File: src/rtl/pixel_stream_packer.sv
// Buffers generator pixel strobes in a FWFT FIFO and re-emits them as AXI4-Stream video with tuser/tlast.
// Optional PIXEL_STREAM_STATS_EN adds drop_count and frame_count outputs.
module pixel_stream_packer #(
  parameter int DATA_W     = 24,
  parameter int FIFO_DEPTH = 16,
  parameter int DIM_W      = 12
) (
  input  logic                          clk,
  input  logic                          reset,
  input  logic                          start,
  input  logic [31:0]                   width,
  input  logic [31:0]                   height,
  input  logic [DATA_W-1:0]             pixel_data,
  input  logic                          pixel_valid,
  output logic [DATA_W-1:0]             m_axis_tdata,
  output logic                          m_axis_tvalid,
  input  logic                          m_axis_tready,
  output logic                          m_axis_tuser,
  output logic                          m_axis_tlast,
  output logic                          frame_active,
  output logic                          frame_done,
  output logic                          overflow,
`ifdef PIXEL_STREAM_STATS_EN
  output logic [15:0]                   drop_count,
  output logic [15:0]                   frame_count,
`endif
  output logic [$clog2(FIFO_DEPTH):0]   fifo_level
);

  localparam int AW = $clog2(FIFO_DEPTH);
  localparam int LW = AW + 1;

  typedef enum logic {S_IDLE, S_STREAM} state_t;

  state_t            r_state, w_state_nxt;
  logic [DATA_W-1:0] r_mem [FIFO_DEPTH];
  logic [AW-1:0]     r_wr_ptr, r_rd_ptr;
  logic [LW-1:0]     r_count;
  logic [DIM_W-1:0]  r_w, r_h, r_col, r_row;
  logic              r_done, r_overflow;

  logic w_start_ok, w_full, w_tvalid, w_rd, w_wr, w_drop, w_last, w_flush, w_col_end;
  logic w_unused_bits;

  assign w_unused_bits = ^{width[31:DIM_W], height[31:DIM_W]};

  assign w_start_ok = start && (width[DIM_W-1:0] != '0) && (height[DIM_W-1:0] != '0);
  assign w_full     = (r_count == LW'(FIFO_DEPTH));
  assign w_tvalid   = (r_state == S_STREAM) && (r_count != '0);
  assign w_rd       = w_tvalid && m_axis_tready;
  assign w_col_end  = (r_col == r_w - DIM_W'(1));
  assign w_last     = w_rd && w_col_end && (r_row == r_h - DIM_W'(1));
  // A restart in the same cycle as a strobe flushes; the strobe is discarded without flagging overflow.
  assign w_wr       = (r_state == S_STREAM) && pixel_valid && !w_start_ok && (!w_full || w_rd);
  assign w_drop     = (r_state == S_STREAM) && pixel_valid && !w_start_ok && !w_wr;
  assign w_flush    = w_start_ok || w_last;

  always_ff @(posedge clk or posedge reset) begin
    if (reset) r_state <= S_IDLE;
    else       r_state <= w_state_nxt;
  end

  always_comb begin
    w_state_nxt = r_state;
    if (w_start_ok)
      w_state_nxt = S_STREAM;
    else if (r_state == S_STREAM && w_last)
      w_state_nxt = S_IDLE;
  end

  always_ff @(posedge clk) begin
    if (w_wr) r_mem[r_wr_ptr] <= pixel_data;
  end

  always_ff @(posedge clk or posedge reset) begin
    if (reset) begin
      r_wr_ptr <= '0;
      r_rd_ptr <= '0;
      r_count  <= '0;
    end else if (w_flush) begin
      r_wr_ptr <= '0;
      r_rd_ptr <= '0;
      r_count  <= '0;
    end else begin
      if (w_wr) r_wr_ptr <= r_wr_ptr + AW'(1);
      if (w_rd) r_rd_ptr <= r_rd_ptr + AW'(1);
      case ({w_wr, w_rd})
        2'b10:   r_count <= r_count + LW'(1);
        2'b01:   r_count <= r_count - LW'(1);
        default: r_count <= r_count;
      endcase
    end
  end

  always_ff @(posedge clk or posedge reset) begin
    if (reset) begin
      r_w   <= '0;
      r_h   <= '0;
      r_col <= '0;
      r_row <= '0;
    end else if (w_start_ok) begin
      r_w   <= width[DIM_W-1:0];
      r_h   <= height[DIM_W-1:0];
      r_col <= '0;
      r_row <= '0;
    end else if (w_rd) begin
      if (w_col_end) begin
        r_col <= '0;
        r_row <= r_row + DIM_W'(1);
      end else begin
        r_col <= r_col + DIM_W'(1);
      end
    end
  end

  always_ff @(posedge clk or posedge reset) begin
    if (reset) begin
      r_done     <= 1'b0;
      r_overflow <= 1'b0;
    end else begin
      r_done <= w_last && !w_start_ok;
      if (w_start_ok)  r_overflow <= 1'b0;
      else if (w_drop) r_overflow <= 1'b1;
    end
  end

`ifdef PIXEL_STREAM_STATS_EN
  logic [15:0] r_drop_count, r_frame_count;

  always_ff @(posedge clk or posedge reset) begin
    if (reset) begin
      r_drop_count  <= '0;
      r_frame_count <= '0;
    end else begin
      if (w_start_ok)
        r_drop_count <= '0;
      else if (w_drop && r_drop_count != 16'hFFFF)
        r_drop_count <= r_drop_count + 16'd1;
      if (r_done) r_frame_count <= r_frame_count + 16'd1;
    end
  end

  assign drop_count  = r_drop_count;
  assign frame_count = r_frame_count;
`endif

  // Outputs are gated by tvalid so nothing leaks from the unreset storage array.
  assign m_axis_tvalid = w_tvalid;
  assign m_axis_tdata  = w_tvalid ? r_mem[r_rd_ptr] : '0;
  assign m_axis_tuser  = w_tvalid && (r_row == '0) && (r_col == '0);
  assign m_axis_tlast  = w_tvalid && w_col_end;
  assign frame_active  = (r_state == S_STREAM);
  assign frame_done    = r_done;
  assign overflow      = r_overflow;
  assign fifo_level    = r_count;

endmodule

File: config.mk
export PLATFORM = sky130hd
export DESIGN_NAME = pixel_stream_packer
export DESIGN_NICKNAME = d
export VERILOG_FILES = /design/src/rtl/pixel_stream_packer.sv
export SDC_FILE = /design/constraint.sdc
export NUM_CORES = 1
export LEC_CHECK = 0
export ABC_AREA = 1
export BUFFER_PORTS_ARGS = -buffer_cell sky130_fd_sc_hd__buf_2
export CELL_PAD_IN_SITES_DETAIL_PLACEMENT = 0
export CELL_PAD_IN_SITES_GLOBAL_PLACEMENT = 1
export CORE_MARGIN = 2
export CORE_UTILIZATION = 48
export CTS_CLUSTER_DIAMETER = 30
export DETAILED_ROUTE_END_ITERATION = 6
export PLACE_DENSITY_LB_ADDON = 0.08
export SLEW_MARGIN = 40
export SYNTH_ARGS = -nofsm -noshare
export SYNTH_HDL_FRONTEND = slang
export SYNTH_SLANG_ARGS = --single-unit
export TNS_END_PERCENT = 100
File: constraint.sdc
create_clock -name clk -period 4 [get_ports clk]
set_input_delay 0.8 -clock clk [delete_from_list [all_inputs] [get_ports clk]]
set_output_delay 0.8 -clock clk [all_outputs]
set_load 0.01 [all_outputs]
Yosys cells after proc, flatten, opt, wreduce, memory -nomap -nowiden

Memories as Yosys holds them, arrays and structs flattened.
Index checks and enable logic that the tools add are counted.

Register bits after elaboration: 64
RAM bits: 384
Output and inout port bits: 35
Logic and storage cells: 76
Memories kept: 1

$add $sub $neg: 8
Eq/ne operators: 5
Mux-type cells: 19
Reduce and logical (&&, ||, !) cells: 33

Memory list:

| name  | words | width | rd ports | clocked after Yosys merged registers in | wr ports | RTL line | RTL |
|---|---|---|---|---|---|---|---|
| r_mem | 16    | 24    | 1        | 0                                       | 1        | 36       | `logic [DATA_W-1:0] r_mem [FIFO_DEPTH];` |

Operators with widths:

| cell                  | count |
|---|---|
| $mux 12               | 6 |
| $add 12x1->12 const B | 2 |
| $eq 12x12->1          | 2 |
| $logic_not 12->1      | 2 |
| $mux 24               | 1 |
| $reduce_bool 12->1    | 2 |
| $sub 12x1->12 const B | 2 |
| $mux 4                | 4 |
| $logic_and 1x1->1     | 15 |
| $reduce_bool 2->1     | 6 |
| $pmux 5 s2            | 1 |
| $add 4x1->4 const B   | 2 |
| $mux 1                | 6 |
| $add 5x1->5 const B   | 1 |
| $eq 5x5->1 const B    | 1 |
| $mux 5                | 1 |
| $reduce_bool 5->1     | 1 |
| $sub 5x1->5 const B   | 1 |
| $logic_not 1->1       | 3 |
| $reduce_bool 3->1     | 1 |
| $eq 2x1->1 const B    | 1 |
| $eq 2x2->1 const B    | 1 |
| $logic_or 1x1->1      | 2 |
| $reduce_and 2->1      | 1 |

Depth between registers and ports, before layout

Gate-level depths: netlist of run 1.

Depth in word-level cells: 10
Mapped depth: 17
Gate-level depth less buffers: 17

Worst setup path before layout of run 1

Ideal clock, no wire load.

Path kind: input -> register
From: input height[3]
To: memory r_mem[15][0], enable pin
Arrival: 2794 ps
Required time: 3595 ps
Setup slack: 801 ps
Stages: 9
Buffers on the path: 0
Path through: nor4_1 > nand2_1 > nand3_1 > nand2_1 > inv_1 > nand2_1 > nor2_1 > inv_1 > nor2_1

Longest elaborated chain between the ends: 7

RTL lines:

| what                            | RTL line | RTL |
|---|---|---|
| from (decl)                     | 12       | `input logic [31:0] height,` |
| $reduce_bool 12->1              | 47       | `assign w_start_ok = start && (width[DIM_W-1:0] != '0) && (height[DIM_W-1:0] != '0);` |
| $logic_and 1x1->1               | 47       |  |
| $logic_not 1->1                 | 54       | `assign w_wr = (r_state == S_STREAM) && pixel_valid && !w_start_ok && (!w_full \|\| w_rd);` |
| $logic_and 1x1->1 (2 in series) | 54       |  |
| $mux 1                          | 72       | `if (w_wr) r_mem[r_wr_ptr] <= pixel_data;` |
| $mux 1 (not written as such)    | 72       |  |
| to (decl)                       | 36       |  |

Every way passes these cells.

Worst setup path after layout of run 1

From: register r_rd_ptr[1]
To: output m_axis_tdata[12]

Longest elaborated chain between the ends: 2

RTL lines:

| what                   | RTL line | RTL |
|---|---|---|
| from (decl)            | 37       | `logic [AW-1:0] r_wr_ptr, r_rd_ptr;` |
| from (signal assigned) | 86       | `if (w_rd) r_rd_ptr <= r_rd_ptr + AW'(1);` |
| $mem_v2 16x24          | --       |  |
| $mux 24                | 149      | `assign m_axis_tdata = w_tvalid ? r_mem[r_rd_ptr] : '0;` |
| to (decl)              | 15       | `output logic [DATA_W-1:0] m_axis_tdata,` |

Every way passes these cells.

==> impl_metrics.csv, run 1 <==
group,metric,value,unit
final_layout,num-nets-final,1940,
sta,drv_slew,0,
clocking,h-tree-depth,3,
setup_path,worstPathMaxFanout,71,
place,place.gp.congestion,0.8458,
global_routing,globalRouteTotalUtil,23.29,%
routing,drtIter0Drc,870,
sta,hold_viol,0,
clocking,clkSinkCount,448,
setup_path,worst-endpoint-required,3.20,ns
routing,routed_wl,47840,µm
power_and_ir_drop,p_int,10770,µW
sta,timing.final.crit_period,3.695,ns
clocking,cts_buffers,96,
power_and_ir_drop,power,13940,µW
floorplanning,core,39910,µm²
sta,rsz0062_at_grt,"no",
synthesis,synth.ff_latch_count,448,
power_and_ir_drop,power_frac_comb,6.5,%
clocking,clock_path_buffers,3,
synthesis,syn_area,19510,µm²
synthesis,synth_seq_area_share,67.32,%
routing,drc,0,
synthesis,synth.distinct_cells,42,
floorplanning,num_rows,73,
power_and_ir_drop,p_seq_share,37.4,%
sta,timing.setup.tns,0,ns
power_and_ir_drop,ir_drop,0.0004009,V
final_layout,drive_gt1_share,18.66,%
clocking,root_buffer,"clkbuf_16",
final_layout,area_growth,23.19,%
job,maxCapViolCount,0,
clocking,cts_tree,"yes",
clocking,clkTransAtPathRegs,0.04,ns
global_routing,grt_pass1_wl,74280,µm
place,dp_hpwl,27440,µm
routing,firstDrtPassIters,5,
power_and_ir_drop,power_density,580.1,nW/µm²
synthesis,avgSynthCellArea,11.45,µm²
power_and_ir_drop,leakage,0.008918,µW
routing,via_count,13310,
synthesis,yosys_warnings,0,
setup_path,start_kind,"register",
synthesis,synth_edf_count,384,
floorplanning,die_w,205.6,µm
power_and_ir_drop,power.share.switching,22.73,%
floorplanning,die_height,205.6,µm
setup_path,critPathKind,"register to output port",
final_layout,layout.cells.most_common,"edfxtp_1",
routing,avgViaCountPerCell,5.458,
global_routing,grt_pass1_vias,13290,
synthesis,ys_async_sr_fraction,14.29,%
setup_path,setup.worst_path.end_class,"output port",
sta,setup_viol,0,
sta,hold_ws,0.2834,ns
synthesis,synthCells,1703,
routing,wl_per_cell,19.62,µm
sta,fin_worst_skew,0.02332,ns
power_and_ir_drop,netSwitchingPower,3169,µW
sta,timing.fmax,270.6,MHz
floorplanning,ios,128,
synthesis,syn_nets,1811,
clocking,insertion_delay,0.61,ns
clocking,post-cts-setup-buffers,0,
place,io_buffers,87,
floorplanning,die_area,42270,µm²
global_routing,grt_max_degree,84,
final_layout,diodes,0,
outcome,outcome,"finished, final reports clean",
routing,drtAntennaViolNets,0,
sta,slew_headroom,46.21,%
global_routing,overflow,0,
hold_path,hp-class,"primary input to async pin",
global_routing,antenna_found_initial,0,
final_layout,layout_common_cells,"edfxtp_1, nor2_1, nand2_1",
synthesis,ys.flop_type,"edfxtp_1",
setup_path,worstPathArrival,2.90,ns
floorplanning,initial_core_util,48.87,%
clocking,cts_resized,0,
sta,worstMarginPinSlew,0.8056,ns
clocking,hold_buffers,0,
power_and_ir_drop,clockPowerShare,56.1,%
sta,min_period_over_period,92.38,%
==> logic make-up after synthesis <==
group / synth area share [%]
AOI/OAI and AO/OA: 10.05
adders and majority gates: 1.001
and+or+nand+nor: 14.72
DFF: 67.32
buffers and inverters: 3.836
xor gates and xnor gates: 1.841
muxes: 1.231
==> power groups by stage <==
| stage | clock (µW) | sequential, µW | combinational (µW) |
|---|---|---|---|
| after floorplan | 0 | 5270 | 607 |
| after global placement | 0 | 5300 | 895 |
| after detailed placement | 0 | 5300 | 905 |
| after CTS | 7920 | 5220 | 910 |
| after global routing | 8170 | 5220 | 1010 |
| final | 7820 | 5220 | 900 |
==> worst paths after layout <==
kind	start	slack (ns)	to	cells after the start
worst min register to register	overflow$_DFFE_PP0P_	0.49	overflow$_DFFE_PP0P_	2
max in group asynchronous	reset	2.77	r_w[1]$_DFFE_PP0N_	3
worst min-delay path	reset	0.28	r_rd_ptr[1]$_DFFE_PP0P_	2
min in group clk	height[3]	0.42	r_h[3]$_DFFE_PP0N_	3
worst max-delay path	r_rd_ptr[1]$_DFFE_PP0P_	0.30	m_axis_tdata[12]	8
worst max register to register	fifo_level[0]$_DFFE_PP0P_	1.09	fifo_level[4]$_DFFE_PP0P_	14
==> cell usage after synthesis (7+ instances only) <==
library cell	count	share of area, %
edfxtp_1	384	59
nor2_1	306	5.9
nand2_1	278	5.3
o21ai_0	133	3.4
inv_1	76	1.5
o32ai_1	72	3.2
clkbuf_1	64	1.2
dfrtp_1	64	8.2
nand3_1	34	0.87
xor2_1	26	1.2
a31oi_1	24	0.77
mux2i_1	24	1.2
o221ai_1	24	1.1
nand4_1	23	0.74
buf_2	22	0.56
o21ai_1	19	0.49
xnor2_1	15	0.67
ha_1	14	0.90
a21oi_1	13	0.33
o21ai_2	12	0.54
nand2_2	11	0.35
buf_1	7	0.13
==> sequential cells by signal (all words and copies together), names as in the netlist <==
name and flops:
r_col 12, fifo_level 5, r_w 12, r_wr_ptr 4, r_mem 384, r_h 12, frame_active 1, r_rd_ptr 4
frame_done 1, r_row 12, overflow 1
==> worst max-delay path, stage by stage, from the launching register on <==
cell	delay [ns]
dfrtp_4	0.92
buf_4	0.35
o21ai_0	0.11
o221ai_1	0.19
o21ai_1	0.10
nand2_1	0.08
nand2_1	0.05
a31oi_1	0.24
buf_2	0.19
==> final cells by class <==
class	instances	area, µm²
Inverter	82	310.3
Fill cell	3208	15880
Sequential cell	448	13140
Multi-Input combinational cell	1072	5737
Clock buffer	107	2506
Timing Repair Buffer	132	910.9
Clock inverter	72	769.5
Tap cell	525	656.9
==> metrics by stage <==
stage	instances	setup WS, ns	util (%)	area, µm²
6_report	2438	0.3048	60.21	24030
3_5_place_dp	2259	0.8506	52.00	20760
4_1_cts	2438	0.3085	60.21	24030
2_1_floorplan	1703	0.8015	-	19510
3_3_place_gp	2259	0.8756	52.00	20760
5_1_grt	2438	0.08890	60.21	24030
==> per-layer routing <==
layer	global-route usage (%)	routed length, µm	up-vias	part of all wire, %
met5	0	0	-	0
met4	6.937	830	0	1.7
met3	4.450	2420	69	5.1
met2	36.47	21990	325	46
met1	33.16	22600	6544	47
li1	-	-	6368	-
No activity file was read; power rests on OpenSTA's default activity.
==> inputs of run 2 (changes only) <==
--- a/config.mk
+++ b/config.mk
@@ -14,6 +14,7 @@
 export CTS_CLUSTER_DIAMETER = 30
 export DETAILED_ROUTE_END_ITERATION = 6
 export PLACE_DENSITY_LB_ADDON = 0.08
+export REMOVE_ABC_BUFFERS = 1
 export SLEW_MARGIN = 40
 export SYNTH_ARGS = -nofsm -noshare
 export SYNTH_HDL_FRONTEND = slang
==> run 2 against run 1 <==
  * Sequential power is essentially flat
  * Power shrank 0.61%
  * Register-to-register slack gained 0.11 ns
  * Utilization is the same
  * Routed wire length shrank 4.4%
  * Clock power shrank 0.9%
  * Non-clock buffer count shrank 8
  * Critical path depth is the same
  * Fmax grew 0.11%
  * Combinational power shrank 0.9%
  * Worst setup slack gained 0.0040 ns
  * Via count shrank 2.2%
  * Critical path type unchanged
  * Largest cell class unchanged
==> impl_metrics.csv, run 2 (same netlist as run 1, synthesis figures left out) <==
group,metric,value,unit
floorplanning,die_height,205.6,µm
setup_path,worst-endpoint-required,3.20,ns
floorplanning,core,39910,µm²
final_layout,final_core_util,60.21,%
final_layout,seqCellArea,13140,µm²
clocking,clkSinkCount,448,
routing,drtAntennaViolNets,0,
final_layout,regMostFlops,"r_mem",
routing,avgViaCountPerCell,5.380,
routing,routed_wl,45730,µm
place,dp_hpwl,26480,µm
clocking,cts_tree,"yes",
final_layout,n_fill_cell,3233,
global_routing,globalRouteTotalUtil,22.26,%
setup_path,rr_startpoint,"fifo_level[1]$_DFFE_PP0P_",
setup_path,critPathKind,"register to output port",
floorplanning,initial_core_util,48.87,%
floorplanning,die_area,42270,µm²
sta,fin_worst_skew,0.03497,ns
routing,via_count,13020,
sta,timing.fmax,270.9,MHz
sta,hold_viol,0,
clocking,h-tree-depth,3,
outcome,outcome,"finished, final reports clean",
sta,setup_viol,0,
routing,wl_per_cell,18.90,µm
final_layout,postLayoutCellArea,24030,µm²
global_routing,grt_pass1_wl,71190,µm
global_routing,overflow,0,
routing,firstDrtPassIters,5,
place,place_area,20810,µm²
power_and_ir_drop,power_density,576.6,nW/µm²
floorplanning,die_w,205.6,µm
sta,min_period_over_period,92.28,%
final_layout,layout.cells.most_common,"edfxtp_1",
setup_path,cp.buffers_inverters,2,
setup_path,slowest_delay,0.84,ns
final_layout,largest_reg_flops,384,
hold_path,hp-class,"primary input to async pin",
global_routing,antenna_found_initial,1,
job,maxCapViolCount,0,
clocking,clock_path_buffers,3,
power_and_ir_drop,power,13860,µW
clocking,cts_resized,0,
setup_path,worstPathMaxFanout,54,
setup_path,setup.worst_path.end_class,"output port",
final_layout,area_growth,23.19,%
setup_path,start_kind,"register",
clocking,clkTransAtPathRegs,0.04,ns
setup_path,reg2reg_slack,1.20,ns
floorplanning,num_rows,73,
final_layout,drive_gt1_share,17.57,%
sta,worstMarginPinSlew,0.8211,ns
final_layout,multi_input_area,5752,µm²
setup_path,crit_slowest_cell,"dfrtp_4",
setup_path,critical-path-top-delay-family,"flip-flops",
sta,hold_ws,0.2510,ns
setup_path,crit_path_cell_trace,"buf_4, o21ai_0, o221ai_1, o21ai_0, nand2_1, nand2_1, a31oi_1, buf_2",
global_routing,grt_max_degree,139,
final_layout,diodes,0,
final_layout,layout_common_cells,"edfxtp_1, nor2_1, nand2_1",
clocking,hold_buffers,0,
routing,drtIter0Drc,841,
clocking,root_buffer,"clkbuf_16",
place,pre_cts_ws,0.7767,ns
clocking,insertion_delay,0.62,ns
setup_path,crit_start,"r_rd_ptr[1]$_DFFE_PP0P_",
place,io_buffers,87,
routing,drc,0,
setup_path,worstPathArrival,2.89,ns
sta,drv_slew,0,
floorplanning,ios,128,
sta,rsz0062_at_grt,"no",
clocking,post-cts-setup-buffers,0,
final_layout,num-nets-final,1927,
sta,setup_slack,0.3088,ns
sta,timing.final.crit_period,3.691,ns
power_and_ir_drop,leakage,0.008848,µW
sta,slew_headroom,45.18,%
global_routing,grt_pass1_vias,12850,
power_and_ir_drop,ir_drop,0.0005166,V
place,place.gp.congestion,0.7982,
clocking,cts_buffers,91,
[run 2: cell types whose count changed in the layout (fill, tap and decap cells not counted), sizes merged]
cell / delta
clkinvlp: -1
buf: -8
inv: -2
clkbuf: -1
clkinv: -9
bufinv: +3
[run 2: layout make-up]
class / count / area share, %
clock inverter: 63 / 3.520
clock buffer: 106 / 9.882
tap: 525 / 2.733
multi-input combinational: 1072 / 23.93
sequential: 448 / 54.68
timing repair buffer: 124 / 3.957
inverter: 82 / 1.291
[run 2: per-layer routing]
metal / vias up / part of all wire (%) / global-route usage, %
li1: 6334 / - / -
met1: 6328 / 46 / 29.96
met2: 277 / 47 / 36.60
met3: 78 / 4.6 / 4.324
met4: 2 / 2.3 / 7.040
met5: - / 0.031 / 0
[run 2: final timing paths]
check | endpoint | depth (start not counted)
max | m_axis_tdata[0] | 8
min reg2reg | r_w[1]$_DFFE_PP0N_ | 2
max reg2reg | fifo_level[4]$_DFFE_PP0P_ | 15
max in group asynchronous | r_rd_ptr[1]$_DFFE_PP0P_ | 3
min | frame_active$_DFFE_PP0P_ | 2
min in group clk | r_h[6]$_DFFE_PP0N_ | 3
[run 2: through the flow]
| step | setup TNS [ns] | instances |
|---|---|---|
| finish | 0 | 2420 |
| global route | 0 | 2420 |
| CTS | 0 | 2420 |
| detailed placement | 0 | 2251 |
| global placement | 0 | 2251 |
| floorplan | -163.39 | 1602 |
[run 2: power breakdown]
part | leakage (µW) | total, µW | switching, µW | internal [µW]
Clock | 0.00153 | 7750 | 2460 | 5290
Combinational | 0.00302 | 892 | 597 | 295
Sequential | 0.00429 | 5210 | 65.8 | 5150
